`config.mk`:
```
export PLATFORM = sky130hd
export DESIGN_NAME = fifo_wr_arbiter
export DESIGN_NICKNAME = d
export VERILOG_FILES = /design/src/rtl/fifo_wr_arbiter.sv
export SDC_FILE = /design/constraint.sdc
export NUM_CORES = 1
export LEC_CHECK = 0
export BUFFER_PORTS_ARGS = -buffer_cell sky130_fd_sc_hd__buf_2
export CORE_MARGIN = 2
export CORE_UTILIZATION = 43
export DETAILED_ROUTE_END_ITERATION = 8
export PLACE_DENSITY = 0.79
export RECOVER_POWER = 100
export SYNTH_ARGS = -nofsm -noshare
export SYNTH_HDL_FRONTEND = slang
export SYNTH_SLANG_ARGS = --single-unit
```
`constraint.sdc`:
```
create_clock -name w_clk -period 1.85 [get_ports w_clk]
set_input_delay 0.0925 -clock w_clk [delete_from_list [all_inputs] [get_ports w_clk]]
set_output_delay 0.0925 -clock w_clk [all_outputs]
set_load 0.02 [all_outputs]
```
`src/rtl/fifo_wr_arbiter.sv`:
```
`default_nettype none
// ============================================================================
//  Module   : fifo_wr_arbiter
//  Purpose  : Round-robin arbiter that shares one async-FIFO write port among
//             NUM_REQ write-side requesters, with bursts capped at MAX_BURST.
//  Revision : 1.0  initial release
// ============================================================================
module fifo_wr_arbiter #(
    parameter int size      = 8,
    parameter int NUM_REQ   = 4,
    parameter int MAX_BURST = 4
) (
    input  logic                    w_clk,
    input  logic                    clr,
    input  logic [NUM_REQ-1:0]      req,
    input  logic [NUM_REQ*size-1:0] req_data,
    input  logic                    fullN,
    output logic [NUM_REQ-1:0]      gnt,
    output logic                    w_en,
    output logic [size-1:0]         datain,
    output logic                    busy
);

    localparam int OW = (NUM_REQ > 1) ? $clog2(NUM_REQ) : 1;
    localparam int CW = $clog2(MAX_BURST) + 1;
    localparam logic [OW-1:0] C_LAST_INIT = OW'(NUM_REQ - 1);
    localparam logic [CW-1:0] C_LAST_BEAT = CW'(MAX_BURST - 1);

    typedef enum logic [0:0] {
        ST_IDLE  = 1'b0,
        ST_GRANT = 1'b1
    } state_t;

    state_t              state_q, state_d;
    logic [OW-1:0]       owner_q, owner_d;
    logic [OW-1:0]       last_owner_q, last_owner_d;
    logic [CW-1:0]       cnt_q, cnt_d;
    logic [NUM_REQ-1:0]  gnt_q, gnt_d;

    logic                pick_valid;
    logic [OW-1:0]       pick_idx;
    logic                owner_req;
    logic [size-1:0]     owner_data;
    logic                wr_fire;

    // Search downward so the candidate closest to last_owner+1 is assigned last and wins.
    always_comb begin
        pick_valid = 1'b0;
        pick_idx   = '0;
        for (int k = NUM_REQ; k >= 1; k--) begin
            if (req[(int'(last_owner_q) + k) % NUM_REQ]) begin
                pick_valid = 1'b1;
                pick_idx   = OW'((int'(last_owner_q) + k) % NUM_REQ);
            end
        end
    end

    always_comb begin
        owner_req  = req[owner_q];
        owner_data = req_data[int'(owner_q)*size +: size];
    end

    assign wr_fire = (state_q == ST_GRANT) & owner_req & fullN;

    always_comb begin
        state_d      = state_q;
        owner_d      = owner_q;
        last_owner_d = last_owner_q;
        cnt_d        = cnt_q;
        gnt_d        = gnt_q;
        case (state_q)
            ST_IDLE: begin
                if (pick_valid) begin
                    state_d = ST_GRANT;
                    owner_d = pick_idx;
                    cnt_d   = '0;
                    gnt_d   = NUM_REQ'(1) << pick_idx;
                end
            end
            ST_GRANT: begin
                if (!owner_req || (wr_fire && (cnt_q == C_LAST_BEAT))) begin
                    state_d      = ST_IDLE;
                    last_owner_d = owner_q;
                    cnt_d        = '0;
                    gnt_d        = '0;
                end else if (wr_fire) begin
                    cnt_d = cnt_q + CW'(1);
                end
            end
            default: begin
                state_d = ST_IDLE;
                gnt_d   = '0;
                cnt_d   = '0;
            end
        endcase
    end

    always_ff @(posedge w_clk or posedge clr) begin
        if (clr) begin
            state_q      <= ST_IDLE;
            owner_q      <= '0;
            last_owner_q <= C_LAST_INIT;
            cnt_q        <= '0;
            gnt_q        <= '0;
        end else begin
            state_q      <= state_d;
            owner_q      <= owner_d;
            last_owner_q <= last_owner_d;
            cnt_q        <= cnt_d;
            gnt_q        <= gnt_d;
        end
    end

    assign gnt    = gnt_q;
    assign w_en   = wr_fire;
    assign datain = wr_fire ? owner_data : '0;
    assign busy   = (state_q == ST_GRANT);

endmodule
`default_nettype wire
```
* Yosys cells after proc, flatten, opt, wreduce, memory -nomap -nowiden *
Cells that the tools add are included.

word-level totals
  memories kept = 0
  bits in registers = 12
  RAM bits = 0
  bits in read-only memories = 0
  bits in latches = 0
  bits of input ports = 39
  word-level logic and storage cells = 72

operators by class
  reduce and logical (&&, ||, !) cells = 11
  bitwise operators = 7
  magnitude comparators = 5
  multiply operators = 0
  div/mod/pow operators = 0
  add/sub/neg operators = 5
  multiplexer cells = 33
  shift operators = 2
  equality and inequality tests = 4

operators with widths
  kind                                                number
  variable part select 32 x 6 -> 8 bit                1
  < comparator 3 x 4 -> 1 bit, second input constant  4
  two-way mux 1 bit                                   15
  binary-select mux 1 bit (select 2 bit)              5
  two-way mux 3 bit                                   3
  two-way mux 2 bit                                   4
  two-way mux 4 bit                                   2
  two-way mux 8 bit                                   1
  case mux 4 bit (2 select lines)                     1
  AND reduction 2 bit                                 4
  OR reduction 2 bit                                  4
  case mux 3 bit (2 select lines)                     1
  adder 2 x 1 -> 2 bit, second input constant         2
  adder 2 bit, second input constant                  2
  AND 1 bit, first input constant                     4
  << shifter 1 x 2 -> 4 bit, first input constant     1
  adder 3 x 1 -> 3 bit, second input constant         1
  == test 3 x 2 -> 1 bit, second input constant       1
  < comparator 2 x 3 -> 1 bit, second input constant  1
  != test 3 x 1 -> 1 bit, second input constant       1
  AND 1 bit                                           2
  != test 2 x 1 -> 1 bit, second input constant       1
  != test 2 bit, second input constant                1
  case mux 1 bit (2 select lines)                     1
  other kinds (4)                                     4

* Logic depth before layout (Yosys ltp) *
Gate-level depths: netlist of run 1.

  word-level depth = 13
  mapped depth = 5

* Worst setup path after synthesis of run 1 *
OpenSTA, ideal clock, no wires.

  path kind = flip-flop to flip-flop
  from = register cnt_q[0]
  to = register last_owner_q[0]
  setup slack = 335 ps
  data required time = 1768 ps
  stages on the path, launching flop included = 6
  period minus slack after synthesis = 1515 ps
  setup time = 82 ps
  arrival = 1433 ps
  buffers on the path = 0
  path through = dfrtp_1 -> ha_1 -> ha_1 -> and2_1 -> o21a_1 -> mux2_4

between the ends
  cells in the longest elaborated chain, start to end = 4

ends and longest elaborated chain
  element                               line  RTL
  start, declared                       37    logic [CW-1:0] cnt_q, cnt_d;
  start signal, assigned                109   cnt_q <= cnt_d;
  == test 3 x 2 -> 1 bit                81    if (!owner_req || (wr_fire && (cnt_q == C_LAST_BEAT))) begin
  logical AND 1 bit                     81
  logical OR 1 bit                      81
  AND reduction 2 bit (no source line)  --
  end signal, assigned                  108   last_owner_q <= last_owner_d;
  end, declared                         36    logic [OW-1:0] last_owner_q, last_owner_d;

Every way passes these cells.
A chain may end at the register's enable or synchronous reset.

* Worst setup path in the final report of run 1 *
  from = register owner_q[0]
  to = output datain[2]

between the ends
  cells in the longest elaborated chain, start to end = 5
  elaborated cells between the ends (all ways) = 6

ends and longest elaborated chain
  element                                                                                       line  RTL
  start, declared                                                                               35    logic [OW-1:0] owner_q, owner_d;
  start signal, assigned                                                                        107   owner_q <= owner_d;
  parallel branches: the longest is 4 deep, another holds variable part select 32 x 6 -> 8 bit  --
  two-way mux 8 bit *                                                                           116   assign datain = wr_fire ? owner_data : '0;
  end, declared                                                                                 20    output logic [size-1:0] datain,

Every way passes the cells marked *. The select of a mux whose other input is x is not followed.

==> results of run 1 <==
==> metal layers <==
layer / wire length (um) / global-route usage (%) / share of wire, % / vias up
met4: 13 / 10.81 / 0.60 / 0
met3: 252 / 4.762 / 12 / 2
li1: - / - / - / 413
met2: 1051 / 32.24 / 49 / 49
met5: 0 / 0 / 0 / -
met1: 848 / 21.47 / 39 / 380
==> area by class of cell <==
type                            instances  area share [%]
Sequential cell                        12           24.25
Multi-Input combinational cell         61           46.91
Inverter                                4           1.198
Clock buffer                            4           2.096
Timing Repair Buffer                   55           22.85
Tap cell                               27           2.695
==> sequential cells by signal, indices dropped and copies added, names as in the netlist <==
name	cells
busy	1
cnt_q	3
owner_q	2
last_owner_q	2
gnt	4
==> repair_timing <==
item | 4_1_cts | 5_1_grt
endpoints found under the setup margin | 9 | 8
gates cloned | 0 | 0
endpoints found under the hold margin | 10 | 0
hold buffers | 1 | 0
gates resized for setup | 2 | 3
==> kinds of logic (layout without fill, tap and decap cells) <==
| group | Yosys count | after routing | synth area share [%] |
|---|---|---|---|
| muxes | 13 | 13 | 27.03 |
| adders and majority gates | 2 | 2 | 2.702 |
| buffers and inverters | 7 | 63 | 3.782 |
| AOI/OAI and AO/OA | 20 | 20 | 17.43 |
| and+or+nand+nor | 26 | 26 | 16.35 |
| DFF | 12 | 12 | 32.70 |
==> worst register-to-register path, delay by kind of cell, from the launching register on <==
kind / cells / cell delay (ps)
and+or+nand+nor: 1 / 190
AOI/OAI and AO/OA: 2 / 670
adders and majority gates: 2 / 410
DFF: 1 / 400
==> power by group through the flow <==
stage / combinational (mW) / sequential (mW) / clock [mW]
2_1_floorplan: 0.734 / 0.523 / 0
3_3_place_gp: 1.01 / 0.474 / 0
3_5_place_dp: 1.03 / 0.484 / 0
4_1_cts: 1.05 / 0.483 / 0.172
5_1_grt: 1.09 / 0.507 / 0.185
6_report: 1.00 / 0.482 / 0.161
==> placed cells by master (no fill, tap or decap), types with 3 or more instances in the layout <==
cell type and instances:
clkbuf_2 6, clkbuf_4 3, o21ai_0 4, inv_1 4, and2_1 9, a22o_1 4
buf_2 41, dfrtp_1 9, clkbuf_1 6, nor2_1 5, mux4_2 8, nand2b_1 4
==> worst min-delay path by stage <==
| stage | slack [ps] | endpoint | depth (start not counted) |
|---|---|---|---|
| 2_1_floorplan | -40 | busy | 1 |
| 3_3_place_gp | 100 | cnt_q[0] | 2 |
| 3_5_place_dp | 110 | gnt[3] | 2 |
| 4_1_cts | 260 | cnt_q[1] | 3 |
| 5_1_grt | 320 | cnt_q[2] | 3 |
| 6_report | 300 | busy | 4 |
==> impl_metrics.json, run 1 <==
{
  "seq_power_share_pct": 29.3,
  "setup_tns_ps": 0,
  "outcome": "finished, final reports clean",
  "hold_start": "req[2]",
  "synth_top_area_cell": "dfrtp_1",
  "finalSetupViolCount": 0,
  "grt_first_pass_wirelength_um": 3643,
  "ant_nets": 0,
  "syn_nets": 121,
  "critPathTopFamily": "multiplexers",
  "cp_slowest_cell": "mux4_2",
  "num_rows": 16,
  "max_stage_delay_ps": 500,
  "io_pins": 53,
  "clock-sinks": 12,
  "grt_max_degree": 13,
  "path_depth": 4,
  "drive_above_1_share_pct": 49.26,
  "crit_arrival_ps": 1660,
  "grt_pass1_vias": 867,
  "fin_skew_ps": 9.741,
  "clkTransAtPathRegs_ps": 70,
  "ys_ff_latch": 12,
  "grt_antenna_before_repair": 0,
  "ys_seq_area_share_pct": 32.70,
  "powerDensity_mw_per_mm2": 1314,
  "power.total_mw": 1.647,
  "min_period_ps": 1753,
  "die_w_um": 50.40,
  "firstDrtPassIters": 4,
  "fmax_mhz": 570.3,
  "nFillCells": 181,
  "async_flop_share_pct": 100.0,
  "startpoint_type": "register",
  "fin_crit_sh_pct": 94.78,
  "critical_path_buf_inv_count": 2,
  "fin_util_pct": 62.63,
  "io_buffers": 52,
  "max-clock-path-buffers": 2,
  "root_buffer": "clkbuf_4",
  "switchingPower_mw": 0.6827,
  "drv_cap": 0,
  "cts_buffers": 3,
  "h-tree-depth": 1,
  "hold_path_class": "in2reg",
  "die_area_mm2": 0.002540,
  "setup_ws_ps": 96.66,
  "die_height_um": 50.40,
  "peakVddDrop_mv": 0.8713,
  "start_util_pct": 46.25,
  "initialDrtViolationCount": 5,
  "rr_worst_depth": 5,
  "slew_violations": 0,
  "rrSetupSlack_ps": 120,
  "syn2layout_area_growth_pct": 35.41,
  "vias": 844,
  "endpoint": "datain[2]",
  "cts_tree": "yes",
  "slew_headroom_pct": 64.35,
  "layout.nets": 178,
  "multi_input_area_um2": 588.1,
  "comb_power_share_pct": 61.0,
  "grtUsageTotal_pct": 18.94,
  "p_leak_nw": 0.6122,
  "core_area_mm2": 0.002002,
  "synth_area_um2": 925.9,
  "dp_hpwl_um": 1816,
  "clockPowerShare_pct": 9.8,
  "place_congestion": 0.7694,
  "reg2reg_to": "gnt[0]",
  "crit_required_ps": 1760,
  "grt_remaining_overflow": 0,
  "synth_top_area_share_pct": 27.03,
  "worstReg2RegStart": "cnt_q[0]",
  "hold_violations": 0,
  "placed_cell_area_mm2": 0.001215,
  "wl_per_cell_um": 13.29,
  "synth_cells": 80,
  "yosys_warnings": 0,
  "timing.hold.ws_ps": 300.3,
  "yosys.cell_types.count": 31,
  "wl_um": 2166,
  "instances_no_fill": 163,
  "path_class": "reg2out",
  "tightest_slew_ps": 529.2,
  "swShare_pct": 41.45,
  "diodes": 0,
  "avgSynthCellArea_um2": 11.57,
  "synth-edff-count": 0,
  "clkLatencyLatePin_ps": 270,
  "rsz0062_at_grt": "false",
  "register_area_um2": 304.0,
  "vias_per_cell": 5.178,
  "post-place-ws_ps": 164.1,
  "synth_area_leaders": "dfrtp_1, mux4_2, and2_1",
  "placed_cells": 158,
  "synth_common_cells": "and2_1, dfrtp_1, mux4_2, nor2_1",
  "drc_errors": 0,
  "synth_flop_cell": "dfrtp_1",
  "post_cts_buffers": 0,
  "startpoint": "owner_q[0]",
  "critPathMaxFanout": 10,
  "p_int_mw": 0.9645,
  "setup.worst_path.end_class": "output port",
  "final_design_area_no_fill_mm2": 0.001254,
  "path_cells": "buf_8 > mux4_2 > and2_1 > clkbuf_2"
}
Power figures use the tool's default switching activity.
==> run 2: changes to the inputs <==
--- a/config.mk
+++ b/config.mk
@@ -6,10 +6,13 @@
 export NUM_CORES = 1
 export LEC_CHECK = 0
 export BUFFER_PORTS_ARGS = -buffer_cell sky130_fd_sc_hd__buf_2
+export CELL_PAD_IN_SITES_DETAIL_PLACEMENT = 0
+export CELL_PAD_IN_SITES_GLOBAL_PLACEMENT = 1
+export CORE_ASPECT_RATIO = 1.4
 export CORE_MARGIN = 2
-export CORE_UTILIZATION = 43
+export CORE_UTILIZATION = 32
 export DETAILED_ROUTE_END_ITERATION = 8
-export PLACE_DENSITY = 0.79
+export PLACE_DENSITY_LB_ADDON = 0.1
 export RECOVER_POWER = 100
 export SYNTH_ARGS = -nofsm -noshare
 export SYNTH_HDL_FRONTEND = slang
==> impl_metrics.json, run 2 (synthesis results as in run 1) <==
{
  "outcome": "finished, final reports clean",
  "cp_slowest_cell": "o21ai_0",
  "io_pins": 53,
  "place_congestion": 0.7347,
  "critical_path_buf_inv_count": 0,
  "grtUsageTotal_pct": 15.50,
  "final_cell_mix": "buf_2, and2_1, dfrtp_1, mux4_2, clkbuf_2",
  "swShare_pct": 39.32,
  "critPathTopFamily": "compound AO/OA/AOI/OAI gates",
  "io_buffers": 52,
  "firstDrtPassIters": 4,
  "slew_violations": 0,
  "ant_nets": 0,
  "drive_above_1_share_pct": 51.08,
  "cts_tree": "yes",
  "peakVddDrop_mv": 0.8356,
  "clockPowerShare_pct": 15.8,
  "fin_crit_sh_pct": 94.13,
  "wl_met3_um": 180,
  "clock-sinks": 12,
  "crit_top_cell": "ha_1",
  "vias": 856,
  "largest_reg_flops": 4,
  "layout.nets": 181,
  "power.total_mw": 1.795,
  "tightest_slew_ps": 528.7,
  "die_w_um": 49.46,
  "root_buffer": "clkbuf_8",
  "fin_skew_ps": 5.918,
  "met2_wirelength_um": 1105,
  "p_leak_nw": 0.6380,
  "startpoint_type": "register",
  "grt_pass1_vias": 871,
  "switchingPower_mw": 0.7058,
  "path_cells": "ha_1 > ha_1 > and2_0 > o21ai_0 > a22o_1",
  "initialDrtViolationCount": 10,
  "start_util_pct": 32.83,
  "crit_arrival_ps": 1910,
  "routedLengthMet1_um": 966,
  "setup_tns_ps": 0,
  "p_int_mw": 1.089,
  "num_rows": 23,
  "wl_um": 2295,
  "comb_power_share_pct": 57.1,
  "rsz0062_at_grt": "false",
  "crit_required_ps": 2020,
  "setup.worst_path.end_class": "register",
  "seq_power_share_pct": 27.1,
  "grt_first_pass_wirelength_um": 3933,
  "die_height_um": 67.65,
  "hold_violations": 0,
  "syn2layout_area_growth_pct": 41.49,
  "min_period_ps": 1741,
  "hold_path_class": "in2reg",
  "max-clock-path-buffers": 2,
  "highest_layer": "met4",
  "dp_hpwl_um": 1875,
  "powerDensity_mw_per_mm2": 1370,
  "diodes": 0,
  "path_class": "reg2reg",
  "grt_antenna_before_repair": 0,
  "grt_remaining_overflow": 0,
  "finalSetupViolCount": 0,
  "h-tree-depth": 1,
  "layout_commonest_cell": "buf_2",
  "core_area_mm2": 0.002820,
  "slew_headroom_pct": 64.38,
  "max_stage_delay_ps": 460,
  "grt_max_degree": 13,
  "wl_per_cell_um": 13.04,
  "drc_errors": 0,
  "clkTransAtPathRegs_ps": 50,
  "cts_buffers": 3,
  "die_area_mm2": 0.003346,
  "drv_cap": 0,
  "clkLatencyLatePin_ps": 240,
  "critPathMaxFanout": 4,
  "fmax_mhz": 574.3,
  "vias_per_cell": 4.864
}
[run 2: cell count changes in the layout (fill, tap and decap cells not counted), sizes merged]
| cell | previous run | this run |
|---|---|---|
| buf | 43 | 46 |
[run 2: area by class of cell]
type                    instances  area, um2
multi-input cells              61      588.1
inverters                       4      15.01
well taps                      37      46.29
fillers                       298       1510
repair buffers                 58      301.5
flip-flops and latches         12      304.0
clock buffers                   4      55.05
[run 2: worst paths after layout]
path / startpoint / to / slack (ps) / cells past startpoint
max: cnt_q[0] / gnt[0] / 110 / 5
min: req[0] / owner_q[1] / 280 / 4
max reg2reg: cnt_q[0] / gnt[0] / 110 / 5
min reg2reg: gnt[2] / gnt[2] / 490 / 1
max in group asynchronous: clr / last_owner_q[1] / 1110 / 3
min in group asynchronous: clr / owner_q[1] / 410 / 3
[run 2: through the flow]
step	cell area (um2)	hold slack (ps)	cells	setup WS [ps]	utilization, %
3_5_place_dp	1242	122.2	170	44.06	44.06
5_1_grt	1310	336.8	176	22.56	46.45
6_report	1310	280.9	176	108.7	46.45
4_1_cts	1310	280.6	175	10.97	46.45
3_3_place_gp	1242	109.1	170	115.2	44.06
2_1_floorplan	925.9	-44.23	80	335.0	-
[run 2: what timing repair did]
action	in CTS	in global routing
gates resized for setup	1	2
hold endpoints to repair	10	0
hold buffers	1	0
pin swaps	0	0
buffers inserted	0	1
setup endpoints to repair	9	9
[run 2: metal layers]
layer	up-vias	GRT usage [%]
li1	420	-
met1	392	17.69
met2	40	27.36
met3	4	2.876
met4	0	8.681
met5	-	0
[run 2: power groups by stage]
stage | clock network [mW] | logic (mW) | registers, mW
after floorplan | 0 | 0.734 | 0.523
after global placement | 0 | 1.06 | 0.487
after detailed placement | 0 | 1.06 | 0.491
after CTS | 0.289 | 1.07 | 0.488
after global routing | 0.307 | 1.12 | 0.509
final | 0.284 | 1.02 | 0.486
[run 2: worst min-delay path, delay by kind of cell]
family	cells	cell delay (ps)
compound gates	1	140
buf+inv	1	130
simple gates	2	120
==> run 3: changes to the inputs <==
--- a/config.mk
+++ b/config.mk
@@ -11,9 +11,10 @@
 export CORE_ASPECT_RATIO = 1.4
 export CORE_MARGIN = 2
 export CORE_UTILIZATION = 32
+export CTS_CLUSTER_DIAMETER = 50
 export DETAILED_ROUTE_END_ITERATION = 8
 export PLACE_DENSITY_LB_ADDON = 0.1
-export RECOVER_POWER = 100
+export RECOVER_POWER = 25
 export SYNTH_ARGS = -nofsm -noshare
 export SYNTH_HDL_FRONTEND = slang
 export SYNTH_SLANG_ARGS = --single-unit
==> impl_metrics.json, run 3 (synthesis results as in run 1) <==
{
  "vias_per_cell": 4.955,
  "layout_commonest_cell": "buf_2",
  "setup_tns_ps": 0,
  "io_buffers": 52,
  "crit_arrival_ps": 1630,
  "firstDrtPassIters": 4,
  "endpoint": "datain[1]",
  "placed_cells": 170,
  "rr_worst_depth": 5,
  "finalSetupViolCount": 0,
  "grt_max_degree": 13,
  "min_period_ps": 1722,
  "p_leak_nw": 0.6706,
  "register_area_um2": 304.0,
  "grt_antenna_before_repair": 0,
  "clkLatencyLatePin_ps": 240,
  "powerDensity_mw_per_mm2": 1395,
  "root_buffer": "clkbuf_8",
  "die_w_um": 49.46,
  "crit_required_ps": 1760,
  "peakVddDrop_mv": 0.8649,
  "layout.nets": 181,
  "slew_headroom_pct": 68.73,
  "dp_hpwl_um": 1875,
  "post-place-ws_ps": 44.06,
  "wl_um": 2314,
  "wl_per_cell_um": 13.15,
  "hold_violations": 0,
  "max-clock-path-buffers": 2,
  "startpoint": "owner_q[0]",
  "cp_slowest_cell": "mux4_2",
  "largest_reg_flops": 4,
  "die_area_mm2": 0.003346,
  "initialDrtViolationCount": 10,
  "multi_input_area_um2": 595.6,
  "reg2reg_to": "last_owner_q[0]",
  "clock-sinks": 12,
  "fin_skew_ps": 5.421,
  "setup_ws_ps": 128.3,
  "rsz0062_at_grt": "false",
  "place_congestion": 0.7347,
  "tightest_slew_ps": 466.2,
  "max_stage_delay_ps": 490,
  "grt_first_pass_wirelength_um": 3933,
  "path_cells": "buf_4 > mux4_2 > and2_1 > buf_2",
  "placed_cell_area_mm2": 0.001242,
  "drive_above_1_share_pct": 56.83,
  "hold_path_class": "in2reg",
  "num_rows": 23,
  "drv_cap": 0,
  "critical_path_buf_inv_count": 2,
  "drc_errors": 0,
  "final_design_area_no_fill_mm2": 0.001324,
  "die_height_um": 67.65,
  "io_pins": 53,
  "rrSetupSlack_ps": 230,
  "cts_buffers": 3,
  "setup.worst_path.end_class": "output port",
  "nFillCells": 292,
  "fmax_mhz": 580.8,
  "power.total_mw": 1.846,
  "critPathTopFamily": "multiplexers",
  "startpoint_type": "register",
  "critPathMaxFanout": 6,
  "grt_remaining_overflow": 0,
  "ant_nets": 0,
  "grtUsageTotal_pct": 15.50,
  "vias": 872,
  "path_class": "reg2out",
  "final_cell_mix": "buf_2, and2_1, dfrtp_1, mux4_2",
  "grt_pass1_vias": 871,
  "path_depth": 4,
  "h-tree-depth": 1,
  "syn2layout_area_growth_pct": 42.97,
  "outcome": "finished, final reports clean",
  "core_area_mm2": 0.002820,
  "worstReg2RegStart": "cnt_q[0]",
  "instances_no_fill": 176,
  "diodes": 0,
  "start_util_pct": 32.83,
  "fin_crit_sh_pct": 93.06,
  "slew_violations": 0,
  "cts_tree": "yes",
  "clkTransAtPathRegs_ps": 50
}
## run 3: cell count changes in the layout (fill, tap and decap cells not counted), sizes merged
cell,previous run,this run
buf,46,57
clkbuf,15,4
## run 3: routing by layer
| layer | wire, um | track usage, % | vias up |
|---|---|---|---|
| li1 | - | - | 421 |
| met3 | 165 | 2.876 | 4 |
| met5 | 0 | 0 | - |
| met1 | 997 | 17.69 | 405 |
| met2 | 1106 | 27.36 | 42 |
| met4 | 44 | 8.681 | 0 |
## run 3: worst min-delay path by stage
stage	from	endpoint	slack (ps)	cells after the start
after global placement	clr	gnt[3]	110	2
after detailed placement	clr	cnt_q[0]	120	2
after global routing	req[0]	owner_q[1]	340	4
after CTS	req[0]	owner_q[1]	280	4
final	req[0]	owner_q[1]	280	4
after floorplan	clr	busy	-40	1
## run 3: what timing repair did
item | CTS | global route
pin swaps | 0 | 0
hold buffers | 1 | 0
setup buffers | 0 | 1
endpoints found under the hold margin | 10 | 0
gates resized for setup | 1 | 2
endpoints found under the setup margin | 9 | 9
## run 3: final cells by class
| cell class | count | share of cell area (%) |
|---|---|---|
| repair buffers | 58 | 23.25 |
| multi-input cells | 61 | 44.99 |
| clock buffers | 4 | 4.159 |
| flip-flops and latches | 12 | 22.97 |
| inverters | 4 | 1.134 |
| well taps | 37 | 3.497 |
## run 3: power by group
| part | internal, mW | leakage (nW) | switching [mW] |
|---|---|---|---|
| Combinational | 0.561 | 0.492 | 0.515 |
| Sequential | 0.388 | 0.149 | 0.100 |
| Clock | 0.188 | 0.0288 | 0.0949 |
| Total | 1.14 | 0.671 | 0.710 |
## run 3: metrics by stage
step | util, % | hold WS [ps]
2_1_floorplan | - | -44.23
3_3_place_gp | 44.06 | 109.1
3_5_place_dp | 44.06 | 122.2
4_1_cts | 46.45 | 280.6
5_1_grt | 46.94 | 336.8
6_report | 46.94 | 282.1
## run 3: worst reg2reg max path, delay by kind of cell (launching register included)
| kind | cells | cell delay (ps) |
|---|---|---|
| DFF | 1 | 390 |
| muxes | 1 | 310 |
| adders and majority gates | 2 | 430 |
| and+or+nand+nor | 1 | 190 |
| AOI/OAI and AO/OA | 1 | 230 |
